===== src/rtl/vedic_mult_pipe_if.sv =====
// Valid/ready operand and product stream for vedic_mult_pipe.
// in_signed exists only when VEDIC_MULT_SIGNED_EN is defined.
interface vedic_mult_pipe_if #(
    parameter int unsigned N = 32
);
    logic             in_valid;
    logic             in_ready;
    logic [N-1:0]     a;
    logic [N-1:0]     b;
`ifdef VEDIC_MULT_SIGNED_EN
    logic             in_signed;
`endif
    logic             out_valid;
    logic             out_ready;
    logic [2*N-1:0]   product;
    logic             busy;

`ifdef VEDIC_MULT_SIGNED_EN
    modport master (
        output in_valid, a, b, in_signed, out_ready,
        input  in_ready, out_valid, product, busy
    );
    modport slave (
        input  in_valid, a, b, in_signed, out_ready,
        output in_ready, out_valid, product, busy
    );
`else
    modport master (
        output in_valid, a, b, out_ready,
        input  in_ready, out_valid, product, busy
    );
    modport slave (
        input  in_valid, a, b, out_ready,
        output in_ready, out_valid, product, busy
    );
`endif
endinterface


===== src/rtl/vedic_mult_pipe.sv =====
// Three-stage pipelined Urdhva-Tiryagbhyam multiplier with valid/ready flow control.
// Define VEDIC_MULT_SIGNED_EN to add the per-transaction two's-complement mode.
module vedic_mult_pipe #(
    parameter int unsigned N = 32
) (
    input  logic            clk,
    input  logic            rst,
    vedic_mult_pipe_if.slave bus
);
    localparam int unsigned H  = N / 2;
    localparam int unsigned PW = 2 * N;

    logic          adv;
    logic [N-1:0]  mag_a;
    logic [N-1:0]  mag_b;
    logic [N-1:0]  ll_c;
    logic [N-1:0]  hl_c;
    logic [N-1:0]  lh_c;
    logic [N-1:0]  hh_c;
    logic [PW-1:0] sum_c;
    logic [PW-1:0] result_c;

    logic          v1;
    logic [N-1:0]  pp_ll;
    logic [N-1:0]  pp_hl;
    logic [N-1:0]  pp_lh;
    logic [N-1:0]  pp_hh;
    logic          v2;
    logic [N:0]    mid;
    logic [N-1:0]  ll2;
    logic [N-1:0]  hh2;
    logic          out_valid_q;
    logic [PW-1:0] product_q;

    // A single advance enable stalls every stage together, so bubbles keep their slot.
    assign adv           = !out_valid_q || bus.out_ready;
    assign bus.in_ready  = adv && !rst;
    assign bus.out_valid = out_valid_q;
    assign bus.product   = product_q;
    assign bus.busy      = v1 || v2 || out_valid_q;

`ifdef VEDIC_MULT_SIGNED_EN
    logic s_in;
    logic s1;
    logic s2;

    // Magnitudes feed the unsigned tree; -2^(N-1) negates to itself, which is its magnitude.
    assign mag_a    = (bus.in_signed && bus.a[N-1]) ? N'(-bus.a) : bus.a;
    assign mag_b    = (bus.in_signed && bus.b[N-1]) ? N'(-bus.b) : bus.b;
    assign s_in     = bus.in_signed && (bus.a[N-1] ^ bus.b[N-1]);
    assign result_c = s2 ? PW'(-sum_c) : sum_c;

    always_ff @(posedge clk) begin
        if (rst) begin
            s1 <= 1'b0;
            s2 <= 1'b0;
        end else if (adv) begin
            s1 <= s_in;
            s2 <= s1;
        end
    end
`else
    assign mag_a    = bus.a;
    assign mag_b    = bus.b;
    assign result_c = sum_c;
`endif

    vedic_mult_pipe_tree #(.W(H)) u_ll (.x(mag_a[H-1:0]), .y(mag_b[H-1:0]), .p(ll_c));
    vedic_mult_pipe_tree #(.W(H)) u_hl (.x(mag_a[N-1:H]), .y(mag_b[H-1:0]), .p(hl_c));
    vedic_mult_pipe_tree #(.W(H)) u_lh (.x(mag_a[H-1:0]), .y(mag_b[N-1:H]), .p(lh_c));
    vedic_mult_pipe_tree #(.W(H)) u_hh (.x(mag_a[N-1:H]), .y(mag_b[N-1:H]), .p(hh_c));

    assign sum_c = {hh2, ll2} + (PW'(mid) << H);

    // S1 partial products, S2 cross-term sum with carry, S3 final add and sign fix-up.
    always_ff @(posedge clk) begin
        if (rst) begin
            v1          <= 1'b0;
            pp_ll       <= '0;
            pp_hl       <= '0;
            pp_lh       <= '0;
            pp_hh       <= '0;
            v2          <= 1'b0;
            mid         <= '0;
            ll2         <= '0;
            hh2         <= '0;
            out_valid_q <= 1'b0;
            product_q   <= '0;
        end else if (adv) begin
            v1          <= bus.in_valid;
            pp_ll       <= ll_c;
            pp_hl       <= hl_c;
            pp_lh       <= lh_c;
            pp_hh       <= hh_c;
            v2          <= v1;
            mid         <= {1'b0, pp_hl} + {1'b0, pp_lh};
            ll2         <= pp_ll;
            hh2         <= pp_hh;
            out_valid_q <= v2;
            // Bubbles leave the previous product in place.
            if (v2) begin
                product_q <= result_c;
            end
        end
    end
endmodule

// Recursive combinational Vedic multiplier: W x W -> 2W, built from 2x2 leaves.
module vedic_mult_pipe_tree #(
    parameter int unsigned W = 16
) (
    input  logic [W-1:0]   x,
    input  logic [W-1:0]   y,
    output logic [2*W-1:0] p
);
    if (W == 1) begin : g_bit
        assign p = {1'b0, x & y};
    end else if (W == 2) begin : g_leaf
        logic t0;
        logic t1;
        logic c1;
        logic hh;
        assign t0 = x[1] & y[0];
        assign t1 = x[0] & y[1];
        assign c1 = t0 & t1;
        assign hh = x[1] & y[1];
        assign p  = {hh & c1, hh ^ c1, t0 ^ t1, x[0] & y[0]};
    end else begin : g_node
        localparam int unsigned HW = W / 2;
        logic [W-1:0] ll;
        logic [W-1:0] hl;
        logic [W-1:0] lh;
        logic [W-1:0] hh;
        logic [W:0]   mid;

        vedic_mult_pipe_tree #(.W(HW)) u_ll (.x(x[HW-1:0]), .y(y[HW-1:0]), .p(ll));
        vedic_mult_pipe_tree #(.W(HW)) u_hl (.x(x[W-1:HW]), .y(y[HW-1:0]), .p(hl));
        vedic_mult_pipe_tree #(.W(HW)) u_lh (.x(x[HW-1:0]), .y(y[W-1:HW]), .p(lh));
        vedic_mult_pipe_tree #(.W(HW)) u_hh (.x(x[W-1:HW]), .y(y[W-1:HW]), .p(hh));

        assign mid = {1'b0, hl} + {1'b0, lh};
        assign p   = {hh, ll} + ((2 * W)'(mid) << HW);
    end
endmodule


===== src/flat_wrapper.sv =====
// flat-port wrapper written by rule: the top's interface ports become plain ports
module vedic_mult_pipe_flat 
#(
    parameter int unsigned N = 32
)
  (clk, rst, bus_in_valid, bus_a, bus_b, bus_out_ready, bus_in_ready, bus_out_valid, bus_product, bus_busy);
  vedic_mult_pipe_if #(.N(N)) bus_i ();
  input  logic clk;
  input  logic rst;
  input wire logic [$bits(bus_i.in_valid)-1:0] bus_in_valid;
  input wire logic [$bits(bus_i.a)-1:0] bus_a;
  input wire logic [$bits(bus_i.b)-1:0] bus_b;
  input wire logic [$bits(bus_i.out_ready)-1:0] bus_out_ready;
  output wire logic [$bits(bus_i.in_ready)-1:0] bus_in_ready;
  output wire logic [$bits(bus_i.out_valid)-1:0] bus_out_valid;
  output wire logic [$bits(bus_i.product)-1:0] bus_product;
  output wire logic [$bits(bus_i.busy)-1:0] bus_busy;
  assign bus_i.in_valid = bus_in_valid;
  assign bus_i.a = bus_a;
  assign bus_i.b = bus_b;
  assign bus_i.out_ready = bus_out_ready;
  assign bus_in_ready = bus_i.in_ready;
  assign bus_out_valid = bus_i.out_valid;
  assign bus_product = bus_i.product;
  assign bus_busy = bus_i.busy;
  vedic_mult_pipe #(.N(N)) u_core (.clk(clk), .rst(rst), .bus(bus_i));
endmodule

===== config.mk =====
export PLATFORM = sky130hd
export DESIGN_NAME = vedic_mult_pipe_flat
export DESIGN_NICKNAME = d
export VERILOG_FILES = /design/src/rtl/vedic_mult_pipe_if.sv /design/src/rtl/vedic_mult_pipe.sv /design/src/flat_wrapper.sv
export SDC_FILE = /design/constraint.sdc
export NUM_CORES = 2
export LEC_CHECK = 0
export BUFFER_PORTS_ARGS = -buffer_cell sky130_fd_sc_hd__buf_2
export CAP_MARGIN = 20
export CELL_PAD_IN_SITES_DETAIL_PLACEMENT = 0
export CELL_PAD_IN_SITES_GLOBAL_PLACEMENT = 1
export CORE_MARGIN = 3
export CORE_UTILIZATION = 27
export CTS_BUF_LIST = sky130_fd_sc_hd__clkbuf_16
export DETAILED_ROUTE_END_ITERATION = 16
export MAX_ROUTING_LAYER = met4
export PLACE_DENSITY_LB_ADDON = 0.1
export SYNTH_ARGS = -nofsm -noshare
export SYNTH_HDL_FRONTEND = slang
export SYNTH_SLANG_ARGS = --single-unit

===== constraint.sdc =====
create_clock -name clk -period 5.7 [get_ports clk]
set_input_delay 0 -clock clk [delete_from_list [all_inputs] [get_ports clk]]
set_output_delay 0 -clock clk [all_outputs]
set_load 0.02 [all_outputs]

==> impl.org <==
** Run status
- The flow ran to the end, but the final reports show violations.
- Failing checks :: setup timing

** Global route
- Global-route wire length before repair :: 326000 µm
- For this run, global-route usage on met2 was measured as 0.291.
- In the global route stage, overall resource usage came out at 0.184.
- For this run, global-route usage on met3 was measured as 0.0168.
- Met1 Use GR :: 0.258
- The number of antenna violations at the first check in global routing came to 38.
- Global routing finished with a remaining overflow of 0.
- Entering global routing, the biggest net connects 157 pins.
- The number of global-route vias before repair was 54.4k.
- met2 is the most crowded layer.

** Detailed routing
- Iteration count of the initial detailed-routing pass :: 7
- Remaining DRCs :: 0
- Summed over all layers, the routed wires come to 218000 µm.
- Across all layers, the routed design uses 54.1k vias.
- Via count normalized by instance count :: 4.67
- For this block, the initial DRC count from the detailed router was 2150.
- Antenna violation net count after detailed routing :: 0
- Avg WL per Cell :: 18.8 µm

** Worst setup path
- At the worst endpoint, the arrival time is 6.31 ns.
- The worst setup path is captured at a flop.
- For this design, the slowest cell found on the critical path is sky130_fd_sc_hd__or4_4.
- Cell occurring most often along the worst timing path :: sky130_fd_sc_hd__ha_4
- Kind of critical path :: in -> reg
- Along the worst path, the maximum fanout reaches 8.
- Kind of start point of the critical path :: input port
- Max incr delay on CP :: 0.50 ns
- Data on the critical path is required at its endpoint by 6.23 ns.

** Final layout
- After the last flow step, the layout net total stands at 10.3k.
- Layout cells sized above 1 :: 0.248
- Across the whole layout, storage elements account for 5850 µm².
- Relative to the synthesized area, the layout overhead comes to 31.1%.
- Filler cell count in the final layout :: 23.6k
- Summing all multi-input logic gate instances after layout gives 58100 µm².

** Clocking
- TritonCTS clock tree :: done
- The tree is rooted in a sky130_fd_sc_hd__clkbuf_16.
- The clock reaches the later pin of the worst-skew pair after 0.62 ns.
- Clock-pin slew was measured on the worst setup and hold paths at 0.06 ns.
- TritonCTS Buffers :: 42
- Buffers from clock root to sink, at most :: 3
- Number of sinks driven by the clock tree :: 292
- Max H-tree Level :: 2

** Logic synthesis
- Leading register cell type out of synthesis :: sky130_fd_sc_hd__dfxtp_1
- In this run, synthesis produced a sequential element count of 292.
- For this run, the number of Yosys warnings is 0.
- Averaged over all synthesized cells, the footprint is 8.08 µm².
- Cell area after synthesis :: 61700 µm²
- Counting every net in the synthesized netlist gives 9435.
- Cell variety after synth :: 78
- The largest total area in the synthesized netlist belongs to sky130_fd_sc_hd__ha_1.
- The share of synthesized area in the top cell type comes to 0.316.
- Register area share after synthesis :: 0.0947
- After technology mapping, the gate count stands at 7640.
- Fraction of registers with async set/reset :: 0
- Most frequent cells after synthesis :: sky130_fd_sc_hd__ha_1 (1557), sky130_fd_sc_hd__and2_1 (1034), sky130_fd_sc_hd__a21oi_1 (755)
- Yosys mapped a number of flops with a built-in enable equal to 0.
- The most common cell in the synthesized netlist is sky130_fd_sc_hd__ha_1.
- Dominant cells by area after synthesis :: sky130_fd_sc_hd__ha_1 (32%), sky130_fd_sc_hd__and2_1 (10%), sky130_fd_sc_hd__dfxtp_1 (9.5%)

** Die
- Starting density of the core :: 0.273
- The die is 484 µm wide.
- Number of core rows :: 174
- From bottom edge to top edge, the die measures 484 µm.
- Core area :: 226000 µm²
- Total die area :: 234000 µm²
- Number of top-level pins :: 135

** STA
- Final period util :: 1.01
- Actual slew at the worst max-slew pin :: 0.912 ns
- Setup repair after global routing missed its margin :: yes
- The count of final max-slew check failures is 0.
- Max Fclk :: 173 MHz
- Worst setup slack after layout :: -0.0782 ns
- Final Hold Violating Endpoints :: 0
- Setup violations remaining at the end of the flow were counted as 4.
- Final clock skew :: 0.0477 ns
- Summed negative setup slack over all endpoints :: -0.210 ns
- In this run the tightest slew margin relative to its limit is 0.385.
- The worst path in the final design needs a cycle of 5.78 ns, including I/O delays and setup.

** Placed design
- Detailed placement ended at an HPWL of 179000 µm.
- Buffers placed on the I/O ports in this run total 134.
- Final weighted congestion in routability-driven placement :: 0.834

** Run
- Max Cap Viol :: 0

** Min path
- Worst min-delay path category :: in -> reg
## cell families (layout without fill, tap and decap cells)
family / Yosys count / count (layout) / synth area share
AO/OA/AOI/OAI: 1771 / 1771 / 0.180
other: 0 / 12 / 0
AND/OR/NAND/NOR: 2195 / 2195 / 0.191
XOR/XNOR: 766 / 766 / 0.109
multiplexers: 1 / 1 / 0.000162
flip-flops: 292 / 292 / 0.0947
adder cells (fa/ha/maj): 1727 / 1727 / 0.371
buffers and inverters: 888 / 1830 / 0.0541
## layer usage
layer / wire [µm] / share of wire / vias to the layer above
met5: 0 / 0 / -
met4: 3400 / 0.016 / 0
met3: 6570 / 0.030 / 111
met2: 98000 / 0.45 / 495
met1: 110000 / 0.50 / 25500
li1: - / - / 28100
## worst max-delay path: cells and delay by family
family          cells  cell delay [ns]
buf+inv             9             0.89
xor+xnor            4             0.50
fa+ha+maj           7             2.33
simple gates        8             1.37
compound gates      6             1.20
## registers in the layout, summed over array words and instances (netlist names)
register	count
u_core.v1	1
u_core.pp_lh	32
u_core.bus.product	64
u_core.pp_ll	32
u_core.bus.out_valid	1
u_core.mid	33
u_core.pp_hl	32
u_core.v2	1
u_core.ll2	32
u_core.pp_hh	32
u_core.hh2	32
## what timing repair did
action                                  4_1_cts  5_1_grt
resized for setup                           317      721
setup buffers                                52       73
endpoints found under the setup margin       59       64
pin swaps                                   198      477
cloned                                        3        4
hold buffers                                  7        0
hold endpoints to repair                     90        0
## area by class of cell
class                      count  area share
tap                         2992      0.0463
clock inverter                30     0.00407
multi-input combinational   6460       0.718
antenna                       12    0.000371
inverter                     590      0.0274
clock buffer                  42      0.0130
sequential                   292      0.0722
timing repair buffer        1168       0.119
## path summary, 6_finish.rpt
path | start | endpoint | slack [ns] | cells after the start
setup / recovery | bus_b[4] | u_core.pp_ll[27] | -0.08 | 34
hold / removal | bus_a[16] | u_core.pp_hh[0] | 0.06 | 4
setup reg to reg | u_core.ll2[21] | u_core.bus.product[62] | 2.13 | 10
hold reg to reg | u_core.pp_hh[19] | u_core.hh2[19] | 0.44 | 2
## metrics by stage
stage | hold slack, ns | setup slack, ns | instances | util | cell area (µm²)
after floorplan | 0.140 | -0.0411 | 7640 | - | 62800
after global placement | 0.249 | -1.25 | 11400 | 0.323 | 73100
after detailed placement | 0.259 | -1.29 | 11400 | 0.323 | 73100
after CTS | 0.0676 | -0.0296 | 11500 | 0.339 | 76700
after global routing | 0.0412 | -0.329 | 11600 | 0.358 | 80900
final | 0.0558 | -0.0782 | 11600 | 0.358 | 80900
## placed cells by master (no fill, tap or decap), drive strengths merged, types with 34 or more instances in the layout
| cell type | netlist | layout |
|---|---|---|
| fa | 170 | 170 |
| dfxtp | 292 | 292 |
| nor2 | 229 | 229 |
| nor2b | 66 | 66 |
| clkbuf | 288 | 49 |
| nand2 | 503 | 503 |
| nand2b | 49 | 49 |
| or3 | 36 | 36 |
| a211oi | 62 | 62 |
| and3 | 41 | 41 |
| xor2 | 156 | 156 |
| and2 | 1034 | 1034 |
| buf | 10 | 1154 |
| ha | 1557 | 1557 |
| o21bai | 165 | 165 |
| o21ai | 194 | 194 |
| a21oi | 756 | 756 |
| nor3 | 63 | 63 |
| a21o | 393 | 393 |
| inv | 589 | 595 |
| nand3 | 89 | 89 |
| o21a | 34 | 34 |
| xnor2 | 610 | 610 |
Power is not shown: default switching activity piles up to over one toggle a cycle in this logic, so the estimate is an artifact.
